--- src/rtl/ialu_pkg.sv ---
// Shared IALU definitions: flag bit positions, command encodings and the
// packed {C,Z,N,V} flag record used by the main-sum adder.
package ialu_pkg;

   localparam int unsigned FLAG_C = 3;
   localparam int unsigned FLAG_Z = 2;
   localparam int unsigned FLAG_N = 1;
   localparam int unsigned FLAG_V = 0;

   localparam logic CMD_SUB = 1'b0;
   localparam logic CMD_ADD = 1'b1;

   // First member is the MSB, so the packed layout matches FLAG_* positions
   typedef struct packed {
      logic c;
      logic z;
      logic n;
      logic v;
   } flags_t;

endpackage

--- src/rtl/main_adder_flags.sv ---
// Combinational CZNV flag and signed-ordering overflow generator for the
// main-sum adder. Overflow always uses the subtract-form equations on the
// raw operands, whatever the command.
module main_adder_flags
   import ialu_pkg::*;
#(
   parameter int unsigned WIDTH = 32
) (
   input  logic [WIDTH-1:0] op_a,
   input  logic [WIDTH-1:0] op_b,
   input  logic             cmd,
   input  logic [WIDTH:0]   res,
   output logic             pos_ovflw,
   output logic             neg_ovflw,
   output flags_t           flags
);

   logic a_msb;
   logic b_msb;
   logic r_msb;

   // Derive overflow indications and the flag record from the raw sum
   always_comb begin
      a_msb     = op_a[WIDTH-1];
      b_msb     = op_b[WIDTH-1];
      r_msb     = res[WIDTH-1];

      pos_ovflw = ~a_msb &  b_msb &  r_msb;
      neg_ovflw =  a_msb & ~b_msb & ~r_msb;

      flags.c   = (cmd == CMD_ADD) ? res[WIDTH] : ~res[WIDTH];
      flags.z   = (res[WIDTH-1:0] == '0);
      flags.n   = r_msb;
      flags.v   = pos_ovflw | neg_ovflw;
   end

endmodule

--- src/rtl/main_adder.sv ---
// IALU main-sum add/subtract unit: combinational result, overflow and
// CZNV flags, plus a registered copy of result and flags for later stages.
module main_adder
   import ialu_pkg::*;
#(
   parameter int unsigned WIDTH = 32
) (
   input  logic             clk,
   input  logic             rst,
   input  logic [WIDTH-1:0] exu2ialu_main_op1_i,
   input  logic [WIDTH-1:0] exu2ialu_main_op2_i,
   input  logic             exu2ialu_cmd_i,
   output logic [WIDTH:0]   main_sum_res_out,
   output logic             main_sum_pos_ovflw,
   output logic             main_sum_neg_ovflw,
   output logic [3:0]       main_sum_flags_out,
   output logic [WIDTH:0]   main_sum_res_q,
   output logic [3:0]       main_sum_flags_q
);

   logic [WIDTH-1:0] op2_eff;
   logic             cin;
   flags_t           flags;

   // Subtract is A + ~B + 1; the top bit keeps the raw carry-out
   always_comb begin
      op2_eff          = (exu2ialu_cmd_i == CMD_ADD) ? exu2ialu_main_op2_i
                                                     : ~exu2ialu_main_op2_i;
      cin              = ~exu2ialu_cmd_i;
      main_sum_res_out = {1'b0, exu2ialu_main_op1_i} + {1'b0, op2_eff}
                       + {{WIDTH{1'b0}}, cin};
   end

   main_adder_flags #(
      .WIDTH (WIDTH)
   ) u_flags (
      .op_a      (exu2ialu_main_op1_i),
      .op_b      (exu2ialu_main_op2_i),
      .cmd       (exu2ialu_cmd_i),
      .res       (main_sum_res_out),
      .pos_ovflw (main_sum_pos_ovflw),
      .neg_ovflw (main_sum_neg_ovflw),
      .flags     (flags)
   );

   assign main_sum_flags_out = flags;

   // Pipeline copy of result and flags; reset clears only these registers
   always_ff @(posedge clk) begin
      if (rst) begin
         main_sum_res_q   <= '0;
         main_sum_flags_q <= '0;
      end else begin
         main_sum_res_q   <= main_sum_res_out;
         main_sum_flags_q <= main_sum_flags_out;
      end
   end

endmodule

--- config.mk ---
export PLATFORM = sky130hd
export DESIGN_NAME = main_adder
export DESIGN_NICKNAME = d
export VERILOG_FILES = /design/src/rtl/ialu_pkg.sv /design/src/rtl/main_adder_flags.sv /design/src/rtl/main_adder.sv
export SDC_FILE = /design/constraint.sdc
export NUM_CORES = 1
export LEC_CHECK = 0
export BUFFER_PORTS_ARGS = -buffer_cell sky130_fd_sc_hd__buf_2
export CORE_MARGIN = 5
export CORE_UTILIZATION = 50
export DETAILED_ROUTE_END_ITERATION = 6
export PLACE_DENSITY = 0.8
export SYNTH_ARGS = -nofsm -noshare
export SYNTH_HDL_FRONTEND = slang
export SYNTH_SLANG_ARGS = --single-unit
--- constraint.sdc ---
create_clock -name clk -period 7.6 [get_ports clk]
set_input_delay 1.52 -clock clk [delete_from_list [all_inputs] [get_ports clk]]
set_output_delay 1.52 -clock clk [all_outputs]
set_load 0.01 [all_outputs]
==> reports/metrics.yaml <==
sta:
  rsz0062_at_grt: "false"
  slew_viol_final: 0
  fin_hold_ws_ns: 1.57
  worst_pin_slew_ns: 0.746
  setup_violations: 0
  period_needed_ns: 7.07
  maxSlewHeadroom_pct: 50.3
  final_hold_viol_count: 0
  fin_crit_sh_pct: 93.0
  timing.fmax_mhz: 142
  setup-tns-final_ns: 0
clock_tree:
  root_buffer: "clkbuf_8"
  htree_levels: 2
  cts_setup_buffers: 0
  ctsResizeCount: 0
  clk_pin_slew_ns: 0.07
  cts.sinks: 36
  cts_buffer_depth: 2
  cts_hold_buf: 0
  numCtsBuffers: 5
  cts_tree: "yes"
final_layout:
  num-fill-cells: 615
  area_growth_pct: 23.9
  multiInputGateArea_um2: 2580
  antenna_cells: 0
  drive_gt1_share_pct: 29.2
  regArea_um2: 721
  fin_nets: 676
drt:
  wl_per_cell_um: 15.3
  ant_nets: 0
  drt-total-wl_um: 10200
  post_drt_via_cell_ratio: 5.56
  vias: 3734
  drcViolationCount: 0
  dr.pass1.iters: 5
  drtIter0Drc: 273
global_route:
  gr-total-overflow: 0
  grt_pass1_wl_um: 16500
  grt_max_degree: 37
  grt_usage_pct: 23.1
  grt_pass1_vias: 3438
  antenna_found_initial: 0
floorplanning:
  dieWidth_um: 93.8
  start_util_pct: 51.6
  fp.dieH_um: 93.8
  die-area_um2: 8790
  num_rows: 30
  pin_count: 143
  core_um2: 6790
setup_path:
  critPathMaxFanout: 26
  critPathLaunchType: "input port"
  crit_family: "simple AND/OR/NAND/NOR gates"
  critPathCaptureType: "output pin"
  slowest_delay_ns: 0.57
  crit_slowest_cell: "buf_2"
  path_depth: 14
  path_buf_inv: 2
  crit_required_ns: 6.08
  critPathArrivalTime_ns: 5.55
  path_cells: "buf_2 -> xnor2_1 -> ha_1 -> a21oi_1 -> o21ai_0 -> o21a_1 -> or3_1 -> xnor2_1 -> nand3_1 -> or4_1 -> nor4_1 -> nand4b_1 -> nor2_1 -> buf_2"
  critical_path_class: "input port to output pin"
synth:
  netlist_instances: 446
  ys.flop_type: "dfxtp_1"
  ys_warn_count: 0
  yosysSeqAreaShare_pct: 20.5
  yosysUniqueCellTypes: 62
  syn_avg_cell_area_um2: 7.86
  synth_edf_count: 0
  ys_ff_latch: 36
  syn_area_um2: 3510
  syn-num-nets: 548
  synthArstFlopShare_pct: 0
min_path:
  holdPathStages: 3
  worstHoldPathType: "input port to flip-flop"
status:
  status: "completed"
pwr:
  ir_drop_v: 0.000101
  power_density_nw_per_um2: 223
  swShare_pct: 43.1
  p_int_uw: 550
  seqPwrFrac_pct: 23.9
  p_switching_uw: 417
  total_power_uw: 967
  leakage_uw: 0.00207
  p_clk_share_pct: 17.1
  pwr-share-comb_pct: 59.0
placement:
  routabilityCongestion: 1.04
  dp_hpwl_um: 8560
  io_buffers: 142
job:
  cap_violations: 0
per-layer routing:
metal,vias to the layer above,global-route usage [%],share of wire [%]
li1,1830,-,-
met1,1680,30.6,43
met2,202,37.3,45
met3,22,3.45,9.5
met4,0,9.03,2.5
met5,-,0,0
registers in the layout, summed over array words and instances, names as in the netlist:
name and count:
main_sum_res_q 33, main_sum_flags_q 3
kinds of logic (layout without fill, tap and decap cells):
kind of cell    after synthesis  in the layout  share of synthesized area, %
simple gates                152            152                          22.9
flops                        36             36                          20.5
mux                           3              3                         0.856
buf+inv                      47            176                          5.99
xor+xnor                     59             59                          14.7
fa+ha+maj                    35             35                          12.7
compound gates              114            114                          22.3
placed cells by master, fill, tap and decap left out, types with 3 or more instances in the layout:
master,Yosys,layout
o21a_1,10,10
a21oi_1,34,34
nand2b_1,5,5
inv_1,24,24
o2111ai_1,3,3
nand2_1,35,35
o21ai_0,23,23
and4_1,5,5
nor2b_1,25,25
dfxtp_1,36,36
a31oi_1,4,4
or2_2,4,4
xor2_1,10,10
ha_1,34,34
and3_1,3,3
mux2i_1,3,3
nand3_1,10,10
a21o_1,4,4
buf_2,3,142
or3_1,3,3
a211oi_1,3,3
nor2_1,32,32
clkbuf_8,0,5
nand4_1,7,7
xnor2_1,49,49
o211ai_1,6,6
and2_1,4,4
nor3_1,8,8
worst min-delay path, delay by kind of cell:
kind	cells	cell delay (ns)
XOR/XNOR	1	0.11
buffers and inverters	1	0.10
AND/OR/NAND/NOR	1	0.09
cells in the mapped netlist, types with 8 or more instances:
library cell   n  share of area (%)
o21ai_0       23                3.3
nor2_1        32                3.4
a21oi_1       34                4.9
clkbuf_1      12                1.3
nand3_1       10                1.4
nor3_1         8                1.1
nor2b_1       25                4.5
o21a_1        10                2.1
nand2_1       35                3.7
inv_1         24                2.6
xnor2_1       49                 12
xor2_1        10                2.5
dfxtp_1       36                 21
ha_1          34                 12
path summary, 6_finish.rpt:
check	end	startpoint	slack, ns
hold / removal	main_sum_res_q[0]	exu2ialu_main_op2_i[0]	1.57
setup / recovery	main_sum_flags_out[2]	exu2ialu_cmd_i	0.53
per-stage QoR:
stage	area (um2)	setup WS (ns)	utilization [%]	instances
5_1_grt	4340	0.194	63.9	671
3_5_place_dp	4230	0.535	62.3	663
6_report	4340	0.534	63.9	671
3_3_place_gp	4230	0.594	62.3	663
2_1_floorplan	3510	1.09	-	446
4_1_cts	4340	0.524	63.9	671
power by group through the flow:
stage                     clock, uW  sequential (uW)  combinational (uW)
after floorplan                   0              256                 350
after global placement            0              236                 557
after detailed placement          0              236                 564
after CTS                       169              232                 567
after global routing            176              235                 621
final                           165              232                 570
cell type report:
| type | instances | area share [%] |
|---|---|---|
| tap | 96 | 2.76 |
| inverter | 24 | 2.07 |
| multi-input combinational | 363 | 59.3 |
| clock inverter | 3 | 0.979 |
| clock buffer | 5 | 1.58 |
| timing repair buffer | 144 | 16.7 |
| sequential | 36 | 16.6 |
Note: power is estimated with default switching activity, not from simulation.
